File: config.mk
export PLATFORM = sky130hd
export DESIGN_NAME = if_id_buffer_flat
export DESIGN_NICKNAME = d
export VERILOG_FILES = /design/src/rtl/if_id_buffer_pkg.sv /design/src/rtl/if_id_buffer_if.sv /design/src/rtl/if_id_fifo_mem.sv /design/src/rtl/if_id_buffer.sv /design/src/flat_wrapper.sv
export SDC_FILE = /design/constraint.sdc
export NUM_CORES = 1
export LEC_CHECK = 0
export CORE_MARGIN = 4
export CORE_UTILIZATION = 35
export CTS_CLUSTER_SIZE = 12
export DETAILED_ROUTE_END_ITERATION = 10
export GPL_TIMING_DRIVEN = 0
export SLEW_MARGIN = 25
export SYNTH_ARGS = -nofsm -noshare
export SYNTH_HDL_FRONTEND = slang
export SYNTH_SLANG_ARGS = --single-unit
File: constraint.sdc
create_clock -name clk -period 8.21 [get_ports clk]
set_input_delay 1.2315 -clock clk [delete_from_list [all_inputs] [get_ports clk]]
set_output_delay 1.2315 -clock clk [all_outputs]
set_load 0.01 [all_outputs]
File: src/rtl/if_id_buffer_pkg.sv
// Shared RV32I constants for the fetch/decode boundary.
// Holds the major opcodes, the canonical NOP encoding, the instruction field
// bit positions and a packed view of a base-format instruction word. The decoder
// uses these same definitions.
package if_id_buffer_pkg;

  // Major opcodes (instr[6:0])
  localparam logic [6:0] OPC_OP     = 7'b0110011;
  localparam logic [6:0] OPC_OP_IMM = 7'b0010011;
  localparam logic [6:0] OPC_LOAD   = 7'b0000011;
  localparam logic [6:0] OPC_STORE  = 7'b0100011;
  localparam logic [6:0] OPC_BRANCH = 7'b1100011;
  localparam logic [6:0] OPC_JAL    = 7'b1101111;
  localparam logic [6:0] OPC_JALR   = 7'b1100111;
  localparam logic [6:0] OPC_LUI    = 7'b0110111;
  localparam logic [6:0] OPC_AUIPC  = 7'b0010111;

  // addi x0,x0,0
  localparam logic [31:0] RV_NOP_INSTR = 32'h0000_0013;

  // Field bit positions (LSB) and widths
  localparam int unsigned OPCODE_LSB = 0;
  localparam int unsigned RD_LSB     = 7;
  localparam int unsigned FUNCT3_LSB = 12;
  localparam int unsigned RS1_LSB    = 15;
  localparam int unsigned RS2_LSB    = 20;
  localparam int unsigned FUNCT7_LSB = 25;

  localparam int unsigned OPCODE_W = 7;
  localparam int unsigned REG_W    = 5;
  localparam int unsigned FUNCT3_W = 3;
  localparam int unsigned FUNCT7_W = 7;
  localparam int unsigned INSTR_W  = 32;

  // R-type view of an instruction word; the layout follows the LSB constants above
  typedef struct packed {
    logic [FUNCT7_W-1:0] funct7;
    logic [REG_W-1:0]    rs2;
    logic [REG_W-1:0]    rs1;
    logic [FUNCT3_W-1:0] funct3;
    logic [REG_W-1:0]    rd;
    logic [OPCODE_W-1:0] opcode;
  } rv_instr_t;

endpackage

File: src/rtl/if_id_buffer_if.sv
// Fetch/decode handshake bundle for if_id_buffer.
// Carries the flush and fetch-side signals (flush, in_valid/in_ready/in_pc/in_instr)
// and the decode-side signals (out_valid/out_ready, out_pc/out_instr, the pre-sliced
// fields, count).
// Modports: slave = the buffer, master = the environment driving both sides.
interface if_id_buffer_if #(
  parameter int unsigned XLEN  = 32,
  parameter int unsigned DEPTH = 2
);
  import if_id_buffer_pkg::*;

  localparam int unsigned CW = $clog2(DEPTH) + 1;

  logic                flush;
  logic                in_valid;
  logic                in_ready;
  logic [XLEN-1:0]     in_pc;
  logic [XLEN-1:0]     in_instr;

  logic                out_valid;
  logic                out_ready;
  logic [XLEN-1:0]     out_pc;
  logic [XLEN-1:0]     out_instr;
  logic [OPCODE_W-1:0] out_opcode;
  logic [REG_W-1:0]    out_rd;
  logic [FUNCT3_W-1:0] out_funct3;
  logic [REG_W-1:0]    out_rs1;
  logic [REG_W-1:0]    out_rs2;
  logic [FUNCT7_W-1:0] out_funct7;
  logic [CW-1:0]       count;

  modport slave (
    input  flush, in_valid, in_pc, in_instr, out_ready,
    output in_ready, out_valid, out_pc, out_instr,
           out_opcode, out_rd, out_funct3, out_rs1, out_rs2, out_funct7, count
  );

  modport master (
    output flush, in_valid, in_pc, in_instr, out_ready,
    input  in_ready, out_valid, out_pc, out_instr,
           out_opcode, out_rd, out_funct3, out_rs1, out_rs2, out_funct7, count
  );

endinterface

File: src/rtl/if_id_fifo_mem.sv
// Register array for the fetch/decode buffer: DEPTH x W, one synchronous write
// port and one combinational read port. Contents are deliberately not reset.
// Ports: clk, we/waddr/wdata (write), raddr/rdata (read).
module if_id_fifo_mem #(
  parameter  int unsigned DEPTH = 2,
  parameter  int unsigned W     = 64,
  localparam int unsigned AW    = $clog2(DEPTH)
) (
  input  logic          clk,
  input  logic          we,
  input  logic [AW-1:0] waddr,
  input  logic [W-1:0]  wdata,
  input  logic [AW-1:0] raddr,
  output logic [W-1:0]  rdata
);

  logic [W-1:0] mem [DEPTH];

  // Write port
  always_ff @(posedge clk) begin
    if (we) begin
      mem[waddr] <= wdata;
    end
  end

  // Read port
  assign rdata = mem[raddr];

endmodule

File: src/rtl/if_id_buffer.sv
// Decoupling instruction buffer between fetch and decode.
// Circular FIFO of {pc, instr}; the head entry is presented to decode with the
// RV32I fields pre-sliced. in_ready depends only on occupancy, so there is no
// combinational path from out_ready back to fetch. flush empties the buffer at
// the next edge.
// Ports: clk, rst_n (async, active low), bus (if_id_buffer_if.slave).
module if_id_buffer
  import if_id_buffer_pkg::*;
#(
  parameter int unsigned     XLEN      = 32,
  parameter int unsigned     DEPTH     = 2,
  parameter logic [XLEN-1:0] NOP_INSTR = XLEN'(RV_NOP_INSTR)
) (
  input  logic          clk,
  input  logic          rst_n,
  if_id_buffer_if.slave bus
);

  localparam int unsigned PW = $clog2(DEPTH);
  localparam int unsigned CW = PW + 1;
  localparam int unsigned DW = 2 * XLEN;

  logic [PW-1:0] wr_ptr_q, wr_ptr_d;
  logic [PW-1:0] rd_ptr_q, rd_ptr_d;
  logic [CW-1:0] count_q,  count_d;

  logic          push;
  logic          pop;
  logic          not_empty;
  logic          not_full;
  logic [DW-1:0] head;
  logic [XLEN-1:0] head_instr;
  rv_instr_t     fields;

  assign not_full  = (count_q != CW'(DEPTH));
  assign not_empty = (count_q != CW'(0));
  assign push      = bus.in_valid && not_full;
  assign pop       = not_empty && bus.out_ready;

  // Pointer/count next state; flush overrides any push or pop in the same cycle
  always_comb begin
    wr_ptr_d = wr_ptr_q;
    rd_ptr_d = rd_ptr_q;
    count_d  = count_q;
    if (bus.flush) begin
      wr_ptr_d = '0;
      rd_ptr_d = '0;
      count_d  = '0;
    end else begin
      if (push) begin
        wr_ptr_d = PW'(wr_ptr_q + PW'(1));
      end
      if (pop) begin
        rd_ptr_d = PW'(rd_ptr_q + PW'(1));
      end
      case ({push, pop})
        2'b10:   count_d = CW'(count_q + CW'(1));
        2'b01:   count_d = CW'(count_q - CW'(1));
        default: count_d = count_q;
      endcase
    end
  end

  // State registers
  always_ff @(posedge clk or negedge rst_n) begin
    if (!rst_n) begin
      wr_ptr_q <= '0;
      rd_ptr_q <= '0;
      count_q  <= '0;
    end else begin
      wr_ptr_q <= wr_ptr_d;
      rd_ptr_q <= rd_ptr_d;
      count_q  <= count_d;
    end
  end

  // Storage; a push dropped by flush must not land in the array
  if_id_fifo_mem #(
    .DEPTH (DEPTH),
    .W     (DW)
  ) u_mem (
    .clk   (clk),
    .we    (push && !bus.flush),
    .waddr (wr_ptr_q),
    .wdata ({bus.in_pc, bus.in_instr}),
    .raddr (rd_ptr_q),
    .rdata (head)
  );

  // Empty buffer shows a NOP at pc 0 so downstream decode sees a harmless instruction
  assign head_instr = not_empty ? head[XLEN-1:0] : NOP_INSTR;

  assign bus.in_ready  = not_full;
  assign bus.out_valid = not_empty;
  assign bus.out_pc    = not_empty ? head[DW-1:XLEN] : '0;
  assign bus.out_instr = head_instr;
  assign bus.count     = count_q;

  // Field slices of the presented word
  assign fields         = rv_instr_t'(head_instr[INSTR_W-1:0]);
  assign bus.out_opcode = fields.opcode;
  assign bus.out_rd     = fields.rd;
  assign bus.out_funct3 = fields.funct3;
  assign bus.out_rs1    = fields.rs1;
  assign bus.out_rs2    = fields.rs2;
  assign bus.out_funct7 = fields.funct7;

endmodule
File: src/flat_wrapper.sv
// flat-port wrapper written by rule: the top's interface ports become plain ports
module if_id_buffer_flat import if_id_buffer_pkg::*;
#(
  parameter int unsigned     XLEN      = 32,
  parameter int unsigned     DEPTH     = 2,
  parameter logic [XLEN-1:0] NOP_INSTR = XLEN'(RV_NOP_INSTR)
)
  (clk, rst_n, bus_flush, bus_in_valid, bus_in_pc, bus_in_instr, bus_out_ready, bus_in_ready, bus_out_valid, bus_out_pc, bus_out_instr, bus_out_opcode, bus_out_rd, bus_out_funct3, bus_out_rs1, bus_out_rs2, bus_out_funct7, bus_count);
  if_id_buffer_if #(.XLEN(XLEN), .DEPTH(DEPTH)) bus_i ();
  input  logic clk;
  input  logic rst_n;
  input wire logic [$bits(bus_i.flush)-1:0] bus_flush;
  input wire logic [$bits(bus_i.in_valid)-1:0] bus_in_valid;
  input wire logic [$bits(bus_i.in_pc)-1:0] bus_in_pc;
  input wire logic [$bits(bus_i.in_instr)-1:0] bus_in_instr;
  input wire logic [$bits(bus_i.out_ready)-1:0] bus_out_ready;
  output wire logic [$bits(bus_i.in_ready)-1:0] bus_in_ready;
  output wire logic [$bits(bus_i.out_valid)-1:0] bus_out_valid;
  output wire logic [$bits(bus_i.out_pc)-1:0] bus_out_pc;
  output wire logic [$bits(bus_i.out_instr)-1:0] bus_out_instr;
  output wire logic [$bits(bus_i.out_opcode)-1:0] bus_out_opcode;
  output wire logic [$bits(bus_i.out_rd)-1:0] bus_out_rd;
  output wire logic [$bits(bus_i.out_funct3)-1:0] bus_out_funct3;
  output wire logic [$bits(bus_i.out_rs1)-1:0] bus_out_rs1;
  output wire logic [$bits(bus_i.out_rs2)-1:0] bus_out_rs2;
  output wire logic [$bits(bus_i.out_funct7)-1:0] bus_out_funct7;
  output wire logic [$bits(bus_i.count)-1:0] bus_count;
  assign bus_i.flush = bus_flush;
  assign bus_i.in_valid = bus_in_valid;
  assign bus_i.in_pc = bus_in_pc;
  assign bus_i.in_instr = bus_in_instr;
  assign bus_i.out_ready = bus_out_ready;
  assign bus_in_ready = bus_i.in_ready;
  assign bus_out_valid = bus_i.out_valid;
  assign bus_out_pc = bus_i.out_pc;
  assign bus_out_instr = bus_i.out_instr;
  assign bus_out_opcode = bus_i.out_opcode;
  assign bus_out_rd = bus_i.out_rd;
  assign bus_out_funct3 = bus_i.out_funct3;
  assign bus_out_rs1 = bus_i.out_rs1;
  assign bus_out_rs2 = bus_i.out_rs2;
  assign bus_out_funct7 = bus_i.out_funct7;
  assign bus_count = bus_i.count;
  if_id_buffer #(.XLEN(XLEN), .DEPTH(DEPTH), .NOP_INSTR(NOP_INSTR)) u_core (.clk(clk), .rst_n(rst_n), .bus(bus_i));
endmodule
### Yosys cells after proc, flatten, opt, wreduce, memory -nomap -nowiden

Memory sizes are Yosys's and may differ from the RTL's.
Cells that the tools add are included.

* reduce and logical (&&, ||, !) cells: 8
* multiplexer cells: 10
* eq/ne operators: 3
* add/subtract/negate cells: 4

Operator list (number)
* $mux 32: 2
* $mux 1: 6
* $reduce_bool 2->1: 3
* $pmux 2 s2: 1
* $logic_and 1x1->1: 3
* $reduce_bool 3->1: 1
* $add 1x1->1 const B: 2
* $add 2x1->2 const B: 1
* $eq 2x1->1 const B: 1
* $eq 2x2->1 const B: 1
* $mux 2: 1
* $ne 2x2->1 const B: 1
* $sub 2x1->2 const B: 1
* $logic_not 1->1: 1

* output and inout port bits: 100
* register bits after elaboration: 4
* bits in writable memories: 128
* logic and storage cells: 29
* memories: 1

Memories
* u_core.u_mem.mem: words 2, width 64, read ports 1, clocked after Yosys merged registers in 0, write ports 1, line if_id_fifo_mem.sv:17 `logic [W-1:0] mem [DEPTH];`

### Longest topological paths before layout

* depth after elaboration: 5
* gate-level depth with buffers: 5
* depth with buffers taken out: 4

### Hierarchy

A second synthesis with hierarchy kept.

* cells, all modules: 328
* area total of the unflattened synthesis: 5866.9 um^2

Modules (own cells, without submodules)
* if_id_fifo_mem: instances 1, area an instance 4933.5 um^2, sequential area each 3843.7 um^2, cells each 201
* if_id_buffer: instances 1, area an instance 933.4 um^2, sequential area each 100.1 um^2, cells each 127

### Worst setup path after synthesis

Ideal clock, no wire load.

* path kind: input to register
* start: in bus_in_valid
* end: mem u_core.u_mem.mem[1][0] (enable)
* setup slack: 1.673 ns
* required time: 7.632 ns
* stages: 2
* arrival time: 5.960 ns
* setup time: 0.578 ns
* cell sequence: nand2_1 > nor3b_1

* longest elaborated chain between the ends: 4

RTL lines
* start: declaration: line flat_wrapper.sv:13 `input wire logic [$bits(bus_i.in_valid)-1:0] bus_in_valid;`
* $logic_and 1x1->1: line if_id_buffer.sv:37 `assign push = bus.in_valid && not_full;`
* $logic_and 1x1->1: line if_id_buffer.sv:83 `.we (push && !bus.flush),`
* $mux 1: line if_id_fifo_mem.sv:21 `if (we) begin`
* $mux 1 (implied by the code): line if_id_fifo_mem.sv:22 `mem[waddr] <= wdata;`
* end: declaration: line if_id_fifo_mem.sv:17

Every way passes these cells.

### Worst setup path in the final report

* start: reg u_core.count_q[0], in the netlist u_core.bus.count[0]
* end: out bus_out_rs2[4]

* longest elaborated chain between the ends: 2

RTL lines
* start: declaration: line if_id_buffer.sv:25 `logic [CW-1:0] count_q, count_d;`
* start signal: assignment: line if_id_buffer.sv:73 `count_q <= count_d;`
* $reduce_bool 2->1: line if_id_buffer.sv:36 `assign not_empty = (count_q != CW'(0));`
* $mux 32: line if_id_buffer.sv:91 `assign head_instr = not_empty ? head[XLEN-1:0] : NOP_INSTR;`
* end: declaration: line flat_wrapper.sv:25 `output wire logic [$bits(bus_i.out_rs2)-1:0] bus_out_rs2;`

Every way passes these cells.

==> run_summary.xml <==
<?xml version="1.0" encoding="UTF-8"?>
<metrics>
  <group name="status">
    <metric name="outcome" unit="">completed</metric>
  </group>
  <group name="sta">
    <metric name="maxClockFrequency" unit="MHz">279.3</metric>
    <metric name="share_of_the_clock_period_used_by_the_worst_path" unit="%">43.61</metric>
    <metric name="worst_margin_slew" unit="ns">0.5924</metric>
    <metric name="report.final.hold_viol_count" unit="">0</metric>
    <metric name="min_period" unit="ns">3.580</metric>
    <metric name="slew_viol_final" unit="">0</metric>
    <metric name="grt_setup_unrepaired" unit="">false</metric>
    <metric name="fin_worst_skew" unit="ns">0.006325</metric>
    <metric name="setup_violations" unit="">0</metric>
    <metric name="timing.max_slew.rel_slack" unit="%">60.29</metric>
  </group>
  <group name="setup_path">
    <metric name="critPathMaxFanout" unit="">10</metric>
    <metric name="critPathRequiredTime" unit="ns">6.98</metric>
    <metric name="worst_setup_path_start_kind" unit="">flop</metric>
    <metric name="worst_r2r_path_depth" unit="">9</metric>
    <metric name="timing.critical_path.to_type" unit="">primary output</metric>
    <metric name="timing.rr.start" unit="">u_core.bus.count[1]</metric>
    <metric name="ff2ff_setup_slack" unit="ns">5.45</metric>
    <metric name="worstSetupPathType" unit="">reg2out</metric>
    <metric name="critical_path.reg2reg.endpoint" unit="">u_core.u_mem.mem[1][56]</metric>
    <metric name="critical_path_arrival" unit="ns">2.35</metric>
  </group>
  <group name="min_path">
    <metric name="capture_endpoint_of_the_worst_hold_path" unit="">u_core.wr_ptr_q</metric>
    <metric name="min_from" unit="">u_core.wr_ptr_q</metric>
    <metric name="hold_path_depth" unit="">2</metric>
    <metric name="min-delay-path-class" unit="">reg2reg</metric>
  </group>
  <group name="floorplan">
    <metric name="chipWidth" unit="um">130.9</metric>
    <metric name="floorplan.io_pins" unit="">169</metric>
    <metric name="std_cell_rows" unit="">44</metric>
    <metric name="initial_utilization" unit="%">36.07</metric>
    <metric name="die_area" unit="um^2">17120</metric>
    <metric name="die_h" unit="um">130.9</metric>
    <metric name="floorplan.core_area" unit="um^2">14640</metric>
  </group>
  <group name="routing">
    <metric name="avgRoutedWirePerCell" unit="um">15.49</metric>
    <metric name="route.vias.total" unit="">3267</metric>
    <metric name="drt_pass1_iterations" unit="">6</metric>
    <metric name="wirelength" unit="um">11280</metric>
    <metric name="first_iter_violations" unit="">115</metric>
    <metric name="count_of_nets_left_with_antenna_violations_after_detail_routing" unit="">0</metric>
    <metric name="detail_route.vias_per_cell" unit="">4.488</metric>
    <metric name="detail_route.drc_violations" unit="">0</metric>
  </group>
  <group name="clock_network">
    <metric name="worst_skew_pair.late_latency" unit="ns">0.41</metric>
    <metric name="cts_tree" unit="">done</metric>
    <metric name="cell_chosen_for_the_clock_root" unit="">sky130_fd_sc_hd__clkbuf_16</metric>
    <metric name="clk_transition_reported_paths" unit="ns">0.05</metric>
    <metric name="cts.hold.buffers_added" unit="">0</metric>
    <metric name="h-tree-depth" unit="">4</metric>
    <metric name="numCtsBuffers" unit="">17</metric>
    <metric name="cts_setup_buffers" unit="">0</metric>
    <metric name="cts-resized-gates" unit="">0</metric>
    <metric name="cts.sink_count" unit="">132</metric>
    <metric name="bufs_on_longest_clock_path" unit="">2</metric>
  </group>
  <group name="synth">
    <metric name="synth_cells" unit="">328</metric>
    <metric name="synth-warning-count" unit="">0</metric>
    <metric name="syn-cell-area" unit="um^2">5283</metric>
    <metric name="yosys.area.top_type" unit="">sky130_fd_sc_hd__edfxtp_1</metric>
    <metric name="post_synthesis_sequential_area_ratio" unit="%">74.66</metric>
    <metric name="postSynthNetCount" unit="">397</metric>
    <metric name="yosys.area.top_type_share" unit="%">72.76</metric>
    <metric name="ys_seq_elements" unit="">132</metric>
    <metric name="synth_area_per_cell" unit="um^2">16.11</metric>
    <metric name="netlist-cell-type-count" unit="">21</metric>
    <metric name="synth.area.top_cells" unit="">sky130_fd_sc_hd__edfxtp_1 (73%), sky130_fd_sc_hd__mux2i_1 (12%), sky130_fd_sc_hd__buf_4 (5.4%)</metric>
  </group>
  <group name="global_route">
    <metric name="groute.usage.overall" unit="%">13.43</metric>
    <metric name="grt_first_pass_wirelength" unit="um">17180</metric>
    <metric name="grt_antenna_before_repair" unit="">0</metric>
    <metric name="overflow" unit="">0</metric>
    <metric name="grt_start_max_net_pins" unit="">17</metric>
    <metric name="grt_pass1_vias" unit="">3340</metric>
  </group>
  <group name="pwr">
    <metric name="net-switching-power" unit="uW">369.2</metric>
    <metric name="power_density" unit="nW/um^2">221.5</metric>
    <metric name="combinationalPowerShare" unit="%">14.5</metric>
    <metric name="seq_power_share" unit="%">44.2</metric>
    <metric name="vdd_ir_drop_max" unit="V">0.0001442</metric>
    <metric name="switching_part_of_the_total_power" unit="%">21.06</metric>
    <metric name="power.leakage" unit="uW">0.002773</metric>
    <metric name="clock_power_share" unit="%">41.3</metric>
    <metric name="internal-power" unit="uW">1384</metric>
    <metric name="totalPowerFinal" unit="uW">1753</metric>
  </group>
  <group name="layout">
    <metric name="antenna_cells_inserted" unit="">0</metric>
    <metric name="drive_gt1_share" unit="%">16.73</metric>
    <metric name="finish.net_count" unit="">600</metric>
    <metric name="finish.utilization" unit="%">54.04</metric>
    <metric name="area_delta_synth_final" unit="%">49.81</metric>
  </group>
  <group name="placement">
    <metric name="hpwl_detailed" unit="um">8227</metric>
    <metric name="gpl.final_weighted_congestion" unit="">0.7014</metric>
    <metric name="port_buffers" unit="">168</metric>
  </group>
  <group name="run">
    <metric name="max_cap_viol_count" unit="">0</metric>
  </group>
</metrics>
-- kinds of logic (layout without fill, tap and decap cells) --
kind of cell              Yosys count  after routing  synth area share, %
xor gates and xnor gates            1              1               0.1658
muxes                              65             65                12.32
DFF                               132            132                74.66
and+or+nand+nor                    74             74                5.732
buffers and inverters              48            264                6.276
AOI/OAI and AO/OA                   8              8               0.8528
-- through the flow --
stage	setup TNS [ns]	area, um^2	setup WS, ns	hold WS (ns)	instances
after floorplan	0	5283	1.673	0.5295	328
after global placement	-200.54	7194	-1.845	0.5503	680
after detailed placement	0	7340	4.297	0.6033	696
after CTS	0	7914	4.531	0.6129	728
after global routing	0	7914	4.423	0.6605	728
final	0	7914	4.630	0.6130	728
-- layout make-up --
cell class,count,area [um^2]
Tap cell,184,230.2
Inverter,3,11.26
Clock buffer,20,436.7
Buffer,45,320.3
Sequential cell,132,3944
Timing Repair Buffer,184,1817
Multi-Input combinational cell,148,1017
Clock inverter,12,137.6
Fill cell,1212,6730
-- cell usage after synthesis --
cell	count
sky130_fd_sc_hd__nor2_2	1
sky130_fd_sc_hd__buf_4	38
sky130_fd_sc_hd__buf_2	7
sky130_fd_sc_hd__o211ai_1	1
sky130_fd_sc_hd__nor3b_1	2
sky130_fd_sc_hd__xor2_1	1
sky130_fd_sc_hd__inv_2	1
sky130_fd_sc_hd__a21oi_1	4
sky130_fd_sc_hd__nand2_1	4
sky130_fd_sc_hd__a21o_1	1
sky130_fd_sc_hd__or2_2	1
sky130_fd_sc_hd__o21ai_0	2
sky130_fd_sc_hd__nor2_1	62
sky130_fd_sc_hd__nand3b_1	1
sky130_fd_sc_hd__or3_1	1
sky130_fd_sc_hd__edfxtp_1	128
sky130_fd_sc_hd__mux2i_1	65
sky130_fd_sc_hd__nor3_1	1
sky130_fd_sc_hd__nor2b_2	1
sky130_fd_sc_hd__inv_1	2
sky130_fd_sc_hd__dfrtp_1	4
-- power by group through the flow --
| stage | logic (uW) | clock network (uW) | registers [uW] |
|---|---|---|---|
| finish | 255 | 724 | 774 |
| CTS | 261 | 744 | 774 |
| global route | 276 | 777 | 776 |
| global placement | 250 | 0 | 793 |
| detailed placement | 259 | 0 | 788 |
| floorplan | 114 | 0 | 790 |
-- cell usage in the layout (no fill, tap or decap) --
| cell type | instances |
|---|---|
| sky130_fd_sc_hd__a21o_1 | 1 |
| sky130_fd_sc_hd__a21oi_1 | 4 |
| sky130_fd_sc_hd__buf_2 | 7 |
| sky130_fd_sc_hd__buf_4 | 50 |
| sky130_fd_sc_hd__buf_6 | 4 |
| sky130_fd_sc_hd__bufinv_16 | 3 |
| sky130_fd_sc_hd__clkbuf_1 | 3 |
| sky130_fd_sc_hd__clkbuf_16 | 17 |
| sky130_fd_sc_hd__clkdlybuf4s50_1 | 168 |
| sky130_fd_sc_hd__clkinv_1 | 5 |
| sky130_fd_sc_hd__clkinv_2 | 1 |
| sky130_fd_sc_hd__clkinv_4 | 1 |
| sky130_fd_sc_hd__clkinvlp_4 | 2 |
| sky130_fd_sc_hd__dfrtp_1 | 4 |
| sky130_fd_sc_hd__edfxtp_1 | 128 |
| sky130_fd_sc_hd__inv_1 | 2 |
| sky130_fd_sc_hd__inv_2 | 1 |
| sky130_fd_sc_hd__mux2i_1 | 65 |
| sky130_fd_sc_hd__nand2_1 | 4 |
| sky130_fd_sc_hd__nand3b_1 | 1 |
| sky130_fd_sc_hd__nor2_1 | 62 |
| sky130_fd_sc_hd__nor2_2 | 1 |
| sky130_fd_sc_hd__nor2b_2 | 1 |
| sky130_fd_sc_hd__nor3_2 | 1 |
| sky130_fd_sc_hd__nor3b_1 | 1 |
| sky130_fd_sc_hd__nor3b_2 | 1 |
| sky130_fd_sc_hd__o211ai_1 | 1 |
| sky130_fd_sc_hd__o21ai_0 | 2 |
| sky130_fd_sc_hd__or2_2 | 1 |
| sky130_fd_sc_hd__or3_1 | 1 |
| sky130_fd_sc_hd__xor2_1 | 1 |
-- metal layers --
metal / share of wire, % / GRT usage [%] / up-vias
met2: 52 / 22.37 / 107
met1: 40 / 15.64 / 1566
met3: 7.3 / 5.894 / 8
li1: - / - / 1586
met4: 0.73 / 4.356 / 0
met5: 0 / 0 / -
-- worst max-delay path by stage --
stage,startpoint,endpoint,slack (ns),depth (start not counted)
final,u_core.bus.count[0],bus_out_rs2[4],4.63,5
after global routing,u_core.bus.count[0],bus_out_instr[30],4.42,5
after CTS,u_core.bus.count[0],bus_out_instr[30],4.53,5
after detailed placement,bus_in_valid,u_core.u_mem.mem[1][55],4.30,8
after global placement,bus_in_valid,u_core.u_mem.mem[1][55],-1.85,3
after floorplan,bus_in_valid,u_core.u_mem.mem[1][0],1.67,2
-- worst max-delay path, cell delays in order, from the launching register on --
cell and delay (ns):
sky130_fd_sc_hd__dfrtp_1 0.48, sky130_fd_sc_hd__nor2_2 0.43, sky130_fd_sc_hd__buf_2 0.32, sky130_fd_sc_hd__nor2_1 0.10, sky130_fd_sc_hd__buf_4 0.14, sky130_fd_sc_hd__clkdlybuf4s50_1 0.47
-- sequential cells by signal, indices dropped and copies added, names as in the netlist --
register,count
u_core.bus.count,2
u_core.u_mem.mem,128
u_core.rd_ptr_q,1
u_core.wr_ptr_q,1
No activity file was read; power rests on OpenSTA's default activity.
